===== src/rtl/io_port_pkg.sv =====
// io_port_pkg: port map, status bit layout and decode helper shared by the I/O port controller.
package io_port_pkg;
  localparam int PORT_FIFO     = 0;
  localparam int PORT_STATUS   = 1;
  localparam int PORT_PINS_A   = 2;
  localparam int PORT_PINS_B   = 3;
  localparam int PORT_OUT_BASE = 4;
  localparam int NUM_OUT       = 4;
  localparam int ST_EMPTY      = 0;
  localparam int ST_FULL       = 1;
  localparam int ST_UNDERFLOW  = 2;
  localparam int ST_OVERRUN    = 3;
  localparam int ST_WIDTH      = 4;
  function automatic logic is_out_port(input int id);
    return id >= PORT_OUT_BASE && id < PORT_OUT_BASE + NUM_OUT;
  endfunction
endpackage


===== src/rtl/io_port_fifo.sv =====
// io_port_fifo: synchronous FIFO; a pop frees the head slot for a same-cycle push even when full.
module io_port_fifo #(
  parameter int DATA_WIDTH = 4,
  parameter int DEPTH      = 4
) (
  input  logic                  clock,
  input  logic                  reset,
  input  logic                  push,
  input  logic                  pop,
  input  logic [DATA_WIDTH-1:0] wdata,
  output logic [DATA_WIDTH-1:0] rdata,
  output logic                  empty,
  output logic                  full
);
  localparam int AW = $clog2(DEPTH);
  logic [DATA_WIDTH-1:0] mem [DEPTH];
  logic [AW-1:0] wr_ptr, rd_ptr;
  logic [AW:0] count;
  logic do_push, do_pop;
  assign empty   = count == '0;
  assign full    = count == (AW+1)'(DEPTH);
  assign do_pop  = pop && !empty;
  assign do_push = push && (!full || do_pop);
  assign rdata   = mem[rd_ptr];
  always_ff @(posedge clock) begin
    if (!reset) begin
      wr_ptr <= '0;
      rd_ptr <= '0;
      count  <= '0;
    end else begin
      if (do_push) wr_ptr <= wr_ptr + AW'(1);
      if (do_pop) rd_ptr <= rd_ptr + AW'(1);
      count <= count + (AW+1)'(do_push) - (AW+1)'(do_pop);
    end
  end
  always_ff @(posedge clock) begin
    if (reset && do_push) mem[wr_ptr] <= wdata;
  end
endmodule


===== src/rtl/io_port_controller.sv =====
// io_port_controller: CPU port-bus peripheral with stream FIFO, sticky status, pin samplers and output registers.
// Define IO_PORT_SYNC_EN to put two-flop synchronizers ahead of the pin sample registers.
module io_port_controller
  import io_port_pkg::*;
#(
  parameter int DATA_WIDTH = 4,
  parameter int ID_WIDTH   = 3,
  parameter int FIFO_DEPTH = 4
) (
  input  logic                    clock,
  input  logic                    reset,
  input  logic [ID_WIDTH-1:0]     port_id,
  input  logic                    port_read,
  input  logic                    port_write,
  input  logic [DATA_WIDTH-1:0]   cpu_wdata,
  output logic [DATA_WIDTH-1:0]   cpu_rdata,
  input  logic [DATA_WIDTH-1:0]   ext_in_data,
  input  logic                    ext_in_valid,
  output logic                    ext_in_ready,
  input  logic [DATA_WIDTH-1:0]   pins_a,
  input  logic [DATA_WIDTH-1:0]   pins_b,
  output logic [4*DATA_WIDTH-1:0] out_port,
  output logic [3:0]              out_strobe
);
  logic sel_fifo, sel_status, sel_pa, sel_pb, sel_out;
  logic fifo_pop, fifo_empty, fifo_full;
  logic underflow, overrun, clr_sticky, wr_out;
  logic [1:0] out_idx;
  logic [ST_WIDTH-1:0] status;
  logic [DATA_WIDTH-1:0] fifo_rdata, pins_a_q, pins_b_q, pins_a_src, pins_b_src, rd_val;
  logic [NUM_OUT-1:0][DATA_WIDTH-1:0] out_q;
  assign sel_fifo   = int'(port_id) == PORT_FIFO;
  assign sel_status = int'(port_id) == PORT_STATUS;
  assign sel_pa     = int'(port_id) == PORT_PINS_A;
  assign sel_pb     = int'(port_id) == PORT_PINS_B;
  assign sel_out    = is_out_port(int'(port_id));
  assign out_idx    = 2'(int'(port_id) - PORT_OUT_BASE);
  assign fifo_pop   = port_read && sel_fifo && !fifo_empty;
  assign clr_sticky = port_write && sel_status;
  assign wr_out     = port_write && sel_out;
  assign ext_in_ready = !fifo_full;
  assign out_port   = out_q;
  io_port_fifo #(
    .DATA_WIDTH(DATA_WIDTH),
    .DEPTH     (FIFO_DEPTH)
  ) u_fifo (
    .clock(clock),
    .reset(reset),
    .push (ext_in_valid),
    .pop  (fifo_pop),
    .wdata(ext_in_data),
    .rdata(fifo_rdata),
    .empty(fifo_empty),
    .full (fifo_full)
  );
`ifdef IO_PORT_SYNC_EN
  logic [DATA_WIDTH-1:0] pins_a_s1, pins_a_s2, pins_b_s1, pins_b_s2;
  always_ff @(posedge clock) begin
    if (!reset) begin
      pins_a_s1 <= '0;
      pins_a_s2 <= '0;
      pins_b_s1 <= '0;
      pins_b_s2 <= '0;
    end else begin
      pins_a_s1 <= pins_a;
      pins_a_s2 <= pins_a_s1;
      pins_b_s1 <= pins_b;
      pins_b_s2 <= pins_b_s1;
    end
  end
  assign pins_a_src = pins_a_s2;
  assign pins_b_src = pins_b_s2;
`else
  assign pins_a_src = pins_a;
  assign pins_b_src = pins_b;
`endif
  always_comb begin
    status               = '0;
    status[ST_EMPTY]     = fifo_empty;
    status[ST_FULL]      = fifo_full;
    status[ST_UNDERFLOW] = underflow;
    status[ST_OVERRUN]   = overrun;
  end
  // Empty FIFO reads 0 rather than stale RAM contents; no bypass of a same-cycle push.
  always_comb begin
    rd_val = sel_fifo   ? (fifo_empty ? '0 : fifo_rdata) :
             sel_status ? DATA_WIDTH'(status) :
             sel_pa     ? pins_a_q :
             sel_pb     ? pins_b_q :
             sel_out    ? out_q[out_idx] : '0;
    cpu_rdata = port_read ? rd_val : '0;
  end
  always_ff @(posedge clock) begin
    if (!reset) begin
      underflow  <= 1'b0;
      overrun    <= 1'b0;
      pins_a_q   <= '0;
      pins_b_q   <= '0;
      out_q      <= '0;
      out_strobe <= '0;
    end else begin
      underflow  <= (port_read && sel_fifo && fifo_empty) || (underflow && !clr_sticky);
      overrun    <= (ext_in_valid && fifo_full && !fifo_pop) || (overrun && !clr_sticky);
      pins_a_q   <= pins_a_src;
      pins_b_q   <= pins_b_src;
      out_strobe <= wr_out ? 4'(1) << out_idx : '0;
      if (wr_out) out_q[out_idx] <= cpu_wdata;
    end
  end
endmodule


===== config.mk =====
export PLATFORM = sky130hd
export DESIGN_NAME = io_port_controller
export DESIGN_NICKNAME = d
export VERILOG_FILES = /design/src/rtl/io_port_pkg.sv /design/src/rtl/io_port_fifo.sv /design/src/rtl/io_port_controller.sv
export SDC_FILE = /design/constraint.sdc
export NUM_CORES = 1
export LEC_CHECK = 0
export ABC_AREA = 0
export BUFFER_PORTS_ARGS = -buffer_cell sky130_fd_sc_hd__buf_2
export CAP_MARGIN = 15
export CORE_ASPECT_RATIO = 1.4
export CORE_MARGIN = 2
export CORE_UTILIZATION = 44
export CTS_BUF_LIST = sky130_fd_sc_hd__clkbuf_4 sky130_fd_sc_hd__clkbuf_8 sky130_fd_sc_hd__clkbuf_16
export DETAILED_ROUTE_END_ITERATION = 8
export PLACE_DENSITY = 0.69
export SYNTH_ARGS = -nofsm -noshare
export SYNTH_HDL_FRONTEND = slang
export SYNTH_SLANG_ARGS = --single-unit
export TNS_END_PERCENT = 50

===== constraint.sdc =====
create_clock -name clock -period 2.7 [get_ports clock]
set_clock_uncertainty 0.15 [all_clocks]
set_input_delay 0.405 -clock clock [delete_from_list [all_inputs] [get_ports clock]]
set_output_delay 0.405 -clock clock [all_outputs]
set_load 0.005 [all_outputs]

==> metrics.cfg, run 1 <==
[outcome]
outcome=completed

[worst_setup_path]
crit_type=in2reg
cp_slowest_cell=sky130_fd_sc_hd__or4b_1
crit_arrival_ns=2.46
worstSetupEndpointType=flop
critical_path_peak_fanout=2
worstPathCellList=buf_2 -> or4b_1 -> nor2_1 -> ha_1 -> inv_1 -> ha_1 -> inv_1 -> fa_1 -> xor2_1 -> and2_1 -> nor3_1
cp-start-kind=input pin
crit_required_ns=2.78
critPathMaxStageDelay_ns=0.55

[routing]
route.final.wire_length_um=4600
avgRoutedWirePerCell_um=14.5
drc=0
via_per_inst=5.16
remaining_antenna_violation_count_after_routing=0
detail_route.first_pass.iterations=4
drt_first_iter_violations=100
route.vias.total=1632

[timing]
finalHoldViolCount=0
max_slew_margin_pct=67.3
layout_worst_path_cycle_share_pct=88.3
hold_slack_ns=0.147
timing_max_transition_violations_final=0
fin_setup_tns_ns=0
grt_setup_unrepaired=no
final_period_minus_worst_setup_slack_ns=2.38
max_clock_freq_mhz=419
final_count_of_negative_setup_slack_endpoints=0
max_slew.worst_pin.slew_ns=0.477
layout_setup_ws_ns=0.316

[placed_design]
numPlacedInstances=308
place_worst_setup_slack_ns=-0.00264
detailedPlacementHpwl_um=3550
portBuffers=48
routabilityCongestion=0.711

[power]
ir_worst_vdd_mv=0.277
power_density_mw_per_mm2=605
power.static_leakage_nw=1.26

[clocking]
postCtsSetupBuffers=0
clock_tree_from_tritoncts=yes
cts_num_sinks=55
clock_insertion_delay_worst_skew_ns=0.31
cts.clk_slew.worst_paths_ns=0.09
clock_tree.root_cell=sky130_fd_sc_hd__clkbuf_8
ctsHtreeMaxLevel=2
cts_made_buffers=5
cts_buffer_depth=2
cts_hold_repair.buffers=0

[synthesis]
yosys.area.top_type_share_pct=33.3
synth.cell_area_sq_mm=0.00234
ys_warn_count=0
synth_fp_nets=227
synth_seq_cells=55
yosys.cell_types.count=38
netlist.top_cell.by_area=sky130_fd_sc_hd__dfxtp_1
seq_area_frac_synth_pct=53.8
syn-instance-count=196
synth_area_leaders=sky130_fd_sc_hd__dfxtp_1 (33%), sky130_fd_sc_hd__edfxtp_1 (20%), sky130_fd_sc_hd__mux2i_1 (9.4%)
synth_area_per_cell_sq_um=12.0

[final_layout]
num-fill-cells=465
final_core_utilization_pct=53.7
antenna_cells_inserted=0
post_route_cells_drive_above_1_share_pct=28.0
stdcell_count=316
layout.nets=280
seq_area_sq_mm=0.00126
multi_input_area_sq_mm=0.00100
area_added_between_synthesis_and_finish_pct=18.2

[die]
floorplan.initialDensity_pct=45.5
pin_count=49
placementRows=31
die_area_sq_mm=0.00594
core_area_sq_mm=0.00516
fp.dieH_um=90.4
die_x_extent_um=65.7

[global_route]
global_route.overflow_total=0
pin_count_of_the_biggest_net_entering_global_routing=20
global_route_wire_length_before_repair_um=7600
grt_antenna_before_repair=0
grt_util_all_layers_pct=17.0
via_count_of_the_first_global_routing_pass=1650

[min_path]
worst_hold_path_type=in2reg

[job]
max_cap_viols=0

[metal layers]
layer | wire [um] | global-route usage, %
met1 | 1810 | 19.5
met2 | 2440 | 29.5
met3 | 236 | 3.74
met4 | 114 | 7.81
met5 | 0 | 0
[cells in the mapped netlist, drive strengths merged]
master and number:
dfxtp 39, nor2 26, mux2i 22, edfxtp 16, and2 11, inv 9
mux4 8, a21oi 7, buf 6, ha 6, nand2 6, and3 4
clkbuf 4, nor3b 3, or3 3, a2111oi 2, a211o 2, a211oi 2
nand4b 2, nor3 2, o2bb2ai 2, a21boi 1, a2bb2oi 1, a32oi 1
clkinv 1, fa 1, nand4 1, nand4bb 1, nor4bb 1, o21ai 1
o31ai 1, or2b 1, or4 1, or4b 1, xor2 1
[logic make-up after synthesis]
kind of cell,after synthesis,synth area share [%]
buffers and inverters,20,3.63
flip-flops,55,53.8
AND/OR/NAND/NOR,63,14.3
multiplexers,30,17.7
adder cells (fa/ha/maj),7,4.06
AO/OA/AOI/OAI,20,6.14
XOR/XNOR,1,0.374
[placed cells by master (no fill, tap or decap), types with 2 or more instances in the layout]
| cell type | synthesis | routed |
|---|---|---|
| sky130_fd_sc_hd__inv_1 | 9 | 9 |
| sky130_fd_sc_hd__mux4_1 | 4 | 4 |
| sky130_fd_sc_hd__edfxtp_1 | 16 | 16 |
| sky130_fd_sc_hd__nand2_1 | 6 | 6 |
| sky130_fd_sc_hd__mux4_2 | 4 | 4 |
| sky130_fd_sc_hd__mux2i_1 | 22 | 22 |
| sky130_fd_sc_hd__nor3b_1 | 3 | 3 |
| sky130_fd_sc_hd__and2_1 | 11 | 11 |
| sky130_fd_sc_hd__nand4b_1 | 2 | 2 |
| sky130_fd_sc_hd__buf_4 | 0 | 8 |
| sky130_fd_sc_hd__ha_1 | 6 | 6 |
| sky130_fd_sc_hd__dfxtp_1 | 39 | 39 |
| sky130_fd_sc_hd__clkbuf_8 | 0 | 5 |
| sky130_fd_sc_hd__buf_2 | 2 | 48 |
| sky130_fd_sc_hd__and3_1 | 4 | 4 |
| sky130_fd_sc_hd__a211o_1 | 2 | 2 |
| sky130_fd_sc_hd__a2111oi_0 | 2 | 2 |
| sky130_fd_sc_hd__or3_1 | 3 | 3 |
| sky130_fd_sc_hd__nor2_1 | 26 | 26 |
| sky130_fd_sc_hd__a21oi_1 | 7 | 7 |
| sky130_fd_sc_hd__clkinvlp_2 | 0 | 2 |
| sky130_fd_sc_hd__a211oi_1 | 2 | 2 |
| sky130_fd_sc_hd__o2bb2ai_1 | 2 | 2 |
[power by group]
group	internal, W	leakage, nW	switching, W
Sequential	0.000902	0.463	0.0000397
Clock	0.000181	0.0406	0.000259
Combinational	0.000139	0.756	0.000155
Total	0.00122	1.26	0.000454
[layout make-up]
cell class              count  area share (%)
flip-flops and latches     55            45.5
repair buffers             56            10.8
inverters                  10            1.35
multi-input cells         121            36.2
well taps                  66            2.98
clock buffers               5            2.48
clock inverters             3           0.677
[critical path, delay by kind of cell]
kind,cells,cell delay [ns]
fa+ha+maj,3,0.73
xor+xnor,1,0.16
simple gates,4,0.96
buf+inv,3,0.22
[flip-flops by register name, summed over array words and instances (netlist names), named ones only]
| signal | count |
|---|---|
| out_port | 16 |
| u_fifo.mem | 16 |
| out_strobe | 4 |
| pins_a_q | 4 |
| pins_b_q | 4 |
| u_fifo.count | 3 |
| u_fifo.rd_ptr | 2 |
| u_fifo.wr_ptr | 2 |
| overrun | 1 |
| underflow | 1 |
[worst paths after layout]
check,startpoint,to,slack (ns),depth (start not counted)
min reg2reg,u_fifo.rd_ptr[1],u_fifo.rd_ptr[1],0.35,2
max reg2reg,u_fifo.count[1],u_fifo.count[2],0.33,10
min,pins_a[2],pins_a_q[2],0.15,2
max,port_id[0],u_fifo.count[2],0.32,11
[stage by stage]
step | area [sq um] | power [W]
4_1_cts | 2770 | 0.00169
6_report | 2770 | 0.00168
5_1_grt | 2770 | 0.00177
3_3_place_gp | 2680 | 0.00125
3_5_place_dp | 2680 | 0.00125
2_1_floorplan | 2340 | 0.00115
[repair_timing]
item / in CTS / in global routing
gates resized for setup: 0 / 1
hold endpoints to repair: 0 / 0
setup endpoints to repair: 0 / 2
No activity file was read; power rests on OpenSTA's default activity.
==> inputs of run 2 (changes only) <==
RECOVER_POWER = 25   (was default)
SKIP_CTS_REPAIR_TIMING = 1   (was default)
==> metrics.cfg, run 2 (synthesis gave the netlist of run 1 again) <==
[worst_setup_path]
critical_path_peak_fanout=2
crit_required_ns=2.78
cp-start-kind=input pin
crit_arrival_ns=2.47
r2r.worst_path.cells=10
worstSetupEndpointType=flop
crit_type=in2reg

[die]
fp.dieH_um=90.4
core_area_sq_mm=0.00516
placementRows=31
pin_count=49
die_area_sq_mm=0.00594
die_x_extent_um=65.7
floorplan.initialDensity_pct=45.5

[power]
power.share.switching_pct=27.2
power_frac_comb_pct=17.5
power_w=0.00168
ir_worst_vdd_mv=0.278
sequentialPowerShare_pct=56.2
total_switching_power_w=0.000456
power_density_mw_per_mm2=606
p_clk_share_pct=26.3
power_report.internal_total_w=0.00122
power.static_leakage_nw=1.24

[final_layout]
leading_cell_types_in_the_layout_fill_and_taps_excluded=sky130_fd_sc_hd__buf_2 (43), sky130_fd_sc_hd__dfxtp_1 (39), sky130_fd_sc_hd__nor2_1 (26)
post_route_cells_drive_above_1_share_pct=26.0
layout.nets=280
area_added_between_synthesis_and_finish_pct=18.0
multi_input_area_sq_mm=0.00100
seq_area_sq_mm=0.00126
stdcell_count=316
antenna_cells_inserted=0
num-fill-cells=467
layout_commonest_cell=sky130_fd_sc_hd__buf_2

[timing]
final_count_of_negative_setup_slack_endpoints=0
layout_worst_path_cycle_share_pct=88.5
max_slew.worst_pin.slew_ns=0.624
final_period_minus_worst_setup_slack_ns=2.39
grt_setup_unrepaired=no
max_clock_freq_mhz=419
timing_max_transition_violations_final=0
max_slew_margin_pct=58.4
finalHoldViolCount=0

[routing]
remaining_antenna_violation_count_after_routing=0
drc=0
via_per_inst=5.17
route.final.wire_length_um=4620
detail_route.first_pass.iterations=4
drt_first_iter_violations=99
avgRoutedWirePerCell_um=14.6
route.vias.total=1635

[clocking]
clock_tree_from_tritoncts=yes
cts_made_buffers=5
clock_tree.root_cell=sky130_fd_sc_hd__clkbuf_8
cts_buffer_depth=2
cts.clk_slew.worst_paths_ns=0.09
cts_num_sinks=55
ctsHtreeMaxLevel=2
clock_insertion_delay_worst_skew_ns=0.31

[min_path]
timing.hold.worst_path_depth=2
worst_hold_path_type=in2reg

[global_route]
via_count_of_the_first_global_routing_pass=1650
grt_antenna_before_repair=0
grt_util_all_layers_pct=17.0
pin_count_of_the_biggest_net_entering_global_routing=20
global_route.overflow_total=0
global_route_wire_length_before_repair_um=7600

[placed_design]
numPlacedInstances=308
detailedPlacementHpwl_um=3550
portBuffers=48
routabilityCongestion=0.711

[job]
max_cap_viols=0

[outcome]
outcome=completed

[run 2: area by class of cell]
class | count | share of cell area (%)
clock buffer | 5 | 2.49
clock inverter | 3 | 0.678
inverter | 10 | 1.36
multi-input combinational | 121 | 36.3
sequential | 55 | 45.6
tap | 66 | 2.99
timing repair buffer | 56 | 10.6
[run 2: critical path: stages]
cell and delay [ns]:
sky130_fd_sc_hd__buf_2 0.12, sky130_fd_sc_hd__or4b_1 0.55, sky130_fd_sc_hd__nor2_1 0.12, sky130_fd_sc_hd__ha_1 0.23, sky130_fd_sc_hd__inv_1 0.05, sky130_fd_sc_hd__ha_1 0.13
sky130_fd_sc_hd__inv_1 0.05, sky130_fd_sc_hd__fa_1 0.37, sky130_fd_sc_hd__xor2_1 0.16, sky130_fd_sc_hd__and2_1 0.17, sky130_fd_sc_hd__nor3_1 0.12
[run 2: stage by stage]
step                      hold WS [ns]  cell area [sq um]  TNS (ns)  worst slack [ns]  util, %
after floorplan                  0.303               2340         0            0.0167        -
after global placement           0.325               2680         0            0.0383     52.0
after detailed placement         0.328               2680  -0.00264          -0.00264     52.0
after CTS                        0.137               2770         0             0.121     53.7
after global routing             0.145               2770         0            0.0594     53.6
final                            0.146               2770         0             0.311     53.6
[run 2: path summary, 6_finish.rpt]
kind,slack (ns),start,endpoint
hold reg to reg,0.34,u_fifo.rd_ptr[1],u_fifo.rd_ptr[1]
setup reg to reg,0.33,u_fifo.count[1],u_fifo.count[2]
hold / removal,0.15,pins_a[2],pins_a_q[2]
setup / recovery,0.31,port_id[0],u_fifo.count[2]
[run 2: layer usage]
| layer | vias to the layer above | wire length, um | global-route usage, % |
|---|---|---|---|
| met5 | - | 0 | 0 |
| met2 | 45 | 2400 | 29.5 |
| met1 | 772 | 1850 | 19.5 |
| li1 | 807 | - | - |
| met3 | 11 | 257 | 3.74 |
| met4 | 0 | 112 | 7.81 |
[run 2: power by group through the flow]
stage	Combinational [W]	Sequential, W	Clock (W)
2_1_floorplan	0.000197	0.000950	0
3_3_place_gp	0.000291	0.000957	0
3_5_place_dp	0.000295	0.000959	0
4_1_cts	0.000296	0.000939	0.000456
5_1_grt	0.000331	0.000950	0.000490
6_report	0.000294	0.000942	0.000442
==> inputs of run 3 (changes only) <==
RECOVER_POWER = 100   (was 25)
==> metrics.cfg, run 3 (synthesis gave the netlist of run 1 again) <==
[final_layout]
stdcell_count=316
leading_cell_types_in_the_layout_fill_and_taps_excluded=sky130_fd_sc_hd__dfxtp_1 (39), sky130_fd_sc_hd__buf_2 (34), sky130_fd_sc_hd__nor2_1 (26)
fin_area_sq_mm=0.00273
antenna_cells_inserted=0
seq_area_sq_mm=0.00126
final_core_utilization_pct=53.0
num-fill-cells=476
layout_commonest_cell=sky130_fd_sc_hd__dfxtp_1
area_added_between_synthesis_and_finish_pct=16.5
multi_input_area_sq_um=1000
layout.nets=280
post_route_cells_drive_above_1_share_pct=20.0

[power]
power_density_mw_per_mm2=609
ir_worst_vdd_mv=0.277
sequentialPowerShare_pct=56.6
power_frac_comb_pct=16.8
power.share.switching_pct=27.3
p_clk_share_pct=26.5
power_w=0.00166
power.static_leakage_nw=1.19
total_switching_power_w=0.000455
power_report.internal_total_w=0.00121

[clocking]
clock_tree.root_cell=sky130_fd_sc_hd__clkbuf_8
clock_insertion_delay_worst_skew_ns=0.31
cts.clk_slew.worst_paths_ns=0.09
ctsHtreeMaxLevel=2
cts_num_sinks=55
cts_made_buffers=5
clock_tree_from_tritoncts=yes
cts_buffer_depth=2

[job]
max_cap_viols=0

[die]
floorplan.initialDensity_pct=45.5
placementRows=31
die_area_sq_mm=0.00594
die_x_extent_um=65.7
pin_count=49
core_area_sq_mm=0.00516
fp.dieH_um=90.4

[timing]
timing_max_transition_violations_final=0
final_period_minus_worst_setup_slack_ns=2.48
finalHoldViolCount=0
max_slew_margin_pct=52.1
grt_setup_unrepaired=no
final_count_of_negative_setup_slack_endpoints=0
layout_worst_path_cycle_share_pct=91.7
max_slew.worst_pin.slew_ns=0.719
hold_slack_ns=0.145
max_clock_freq_mhz=404

[routing]
route.vias.total=1623
remaining_antenna_violation_count_after_routing=0
via_per_inst=5.14
route.final.wire_length_um=4610
drc=0
avgRoutedWirePerCell_um=14.6
detail_route.first_pass.iterations=4
drt_first_iter_violations=101

[worst_setup_path]
crit_type=in2reg
rrSetupSlack_ns=0.32
critical_path_peak_fanout=7
crit_required_ns=2.71
r2r.worst_path.cells=10
rr_startpoint=u_fifo.count[1]
crit_arrival_ns=2.49
cp-start-kind=input pin
worstSetupEndpointType=flop
rr_endpoint=u_fifo.count[2]

[min_path]
timing.hold.worst_path_depth=2
start_point_of_the_worst_hold_path=pins_a[2]
worst_hold_path_type=in2reg
min_to=pins_a_q[2]

[global_route]
pin_count_of_the_biggest_net_entering_global_routing=20
grt_antenna_before_repair=0
via_count_of_the_first_global_routing_pass=1650
global_route.overflow_total=0
grt_util_all_layers_pct=17.0
global_route_wire_length_before_repair_um=7600

[placed_design]
detailedPlacementHpwl_um=3550
routabilityCongestion=0.711
numPlacedInstances=308
portBuffers=48
placed_area_sq_mm=0.00268

[outcome]
outcome=completed

run 3: metrics by stage:
step / TNS [ns] / worst slack, ns
after floorplan: 0 / 0.0167
after global placement: 0 / 0.0383
after detailed placement: -0.00264 / -0.00264
after CTS: 0 / 0.121
after global routing: 0 / 0.0594
final: 0 / 0.224
run 3: worst max-delay path: stages:
cell and delay (ns):
sky130_fd_sc_hd__clkbuf_1 0.11, sky130_fd_sc_hd__or4b_1 0.55, sky130_fd_sc_hd__clkbuf_1 0.18, sky130_fd_sc_hd__a21boi_0 0.25, sky130_fd_sc_hd__ha_1 0.20, sky130_fd_sc_hd__inv_1 0.05, sky130_fd_sc_hd__fa_1 0.37, sky130_fd_sc_hd__xor2_1 0.18
sky130_fd_sc_hd__and2_0 0.16, sky130_fd_sc_hd__nor3_1 0.05
run 3: area by class of cell:
cell class	instances	area share [%]
inverters	10	1.37
flip-flops and latches	55	46.2
clock buffers	5	2.52
clock inverters	3	0.687
multi-input cells	121	36.6
well taps	66	3.02
repair buffers	56	9.66
run 3: metal layers:
metal,vias up,global-route usage [%],wire [um]
met2,39,29.5,2430
met4,0,7.81,100
met3,9,3.74,220
li1,809,-,-
met5,-,0,0
met1,766,19.5,1860
run 3: worst max-delay path by stage:
| stage | startpoint | slack (ns) | cells after the start | to |
|---|---|---|---|---|
| 5_1_grt | port_id[0] | 0.06 | 10 | u_fifo.count[2] |
| 3_5_place_dp | port_id[0] | -0.003 | 11 | u_fifo.count[2] |
| 2_1_floorplan | port_id[0] | 0.02 | 12 | u_fifo.count[2] |
| 6_report | port_id[0] | 0.22 | 10 | u_fifo.count[2] |
| 3_3_place_gp | port_id[0] | 0.04 | 11 | u_fifo.count[2] |
| 4_1_cts | u_fifo.count[1] | 0.12 | 4 | cpu_rdata[0] |
run 3: power by group through the flow:
stage,Clock (W),Sequential (W),Combinational [W]
floorplan,0,0.000950,0.000197
finish,0.000442,0.000943,0.000281
global placement,0,0.000957,0.000291
detailed placement,0,0.000959,0.000295
CTS,0.000456,0.000939,0.000296
global route,0.000490,0.000950,0.000318
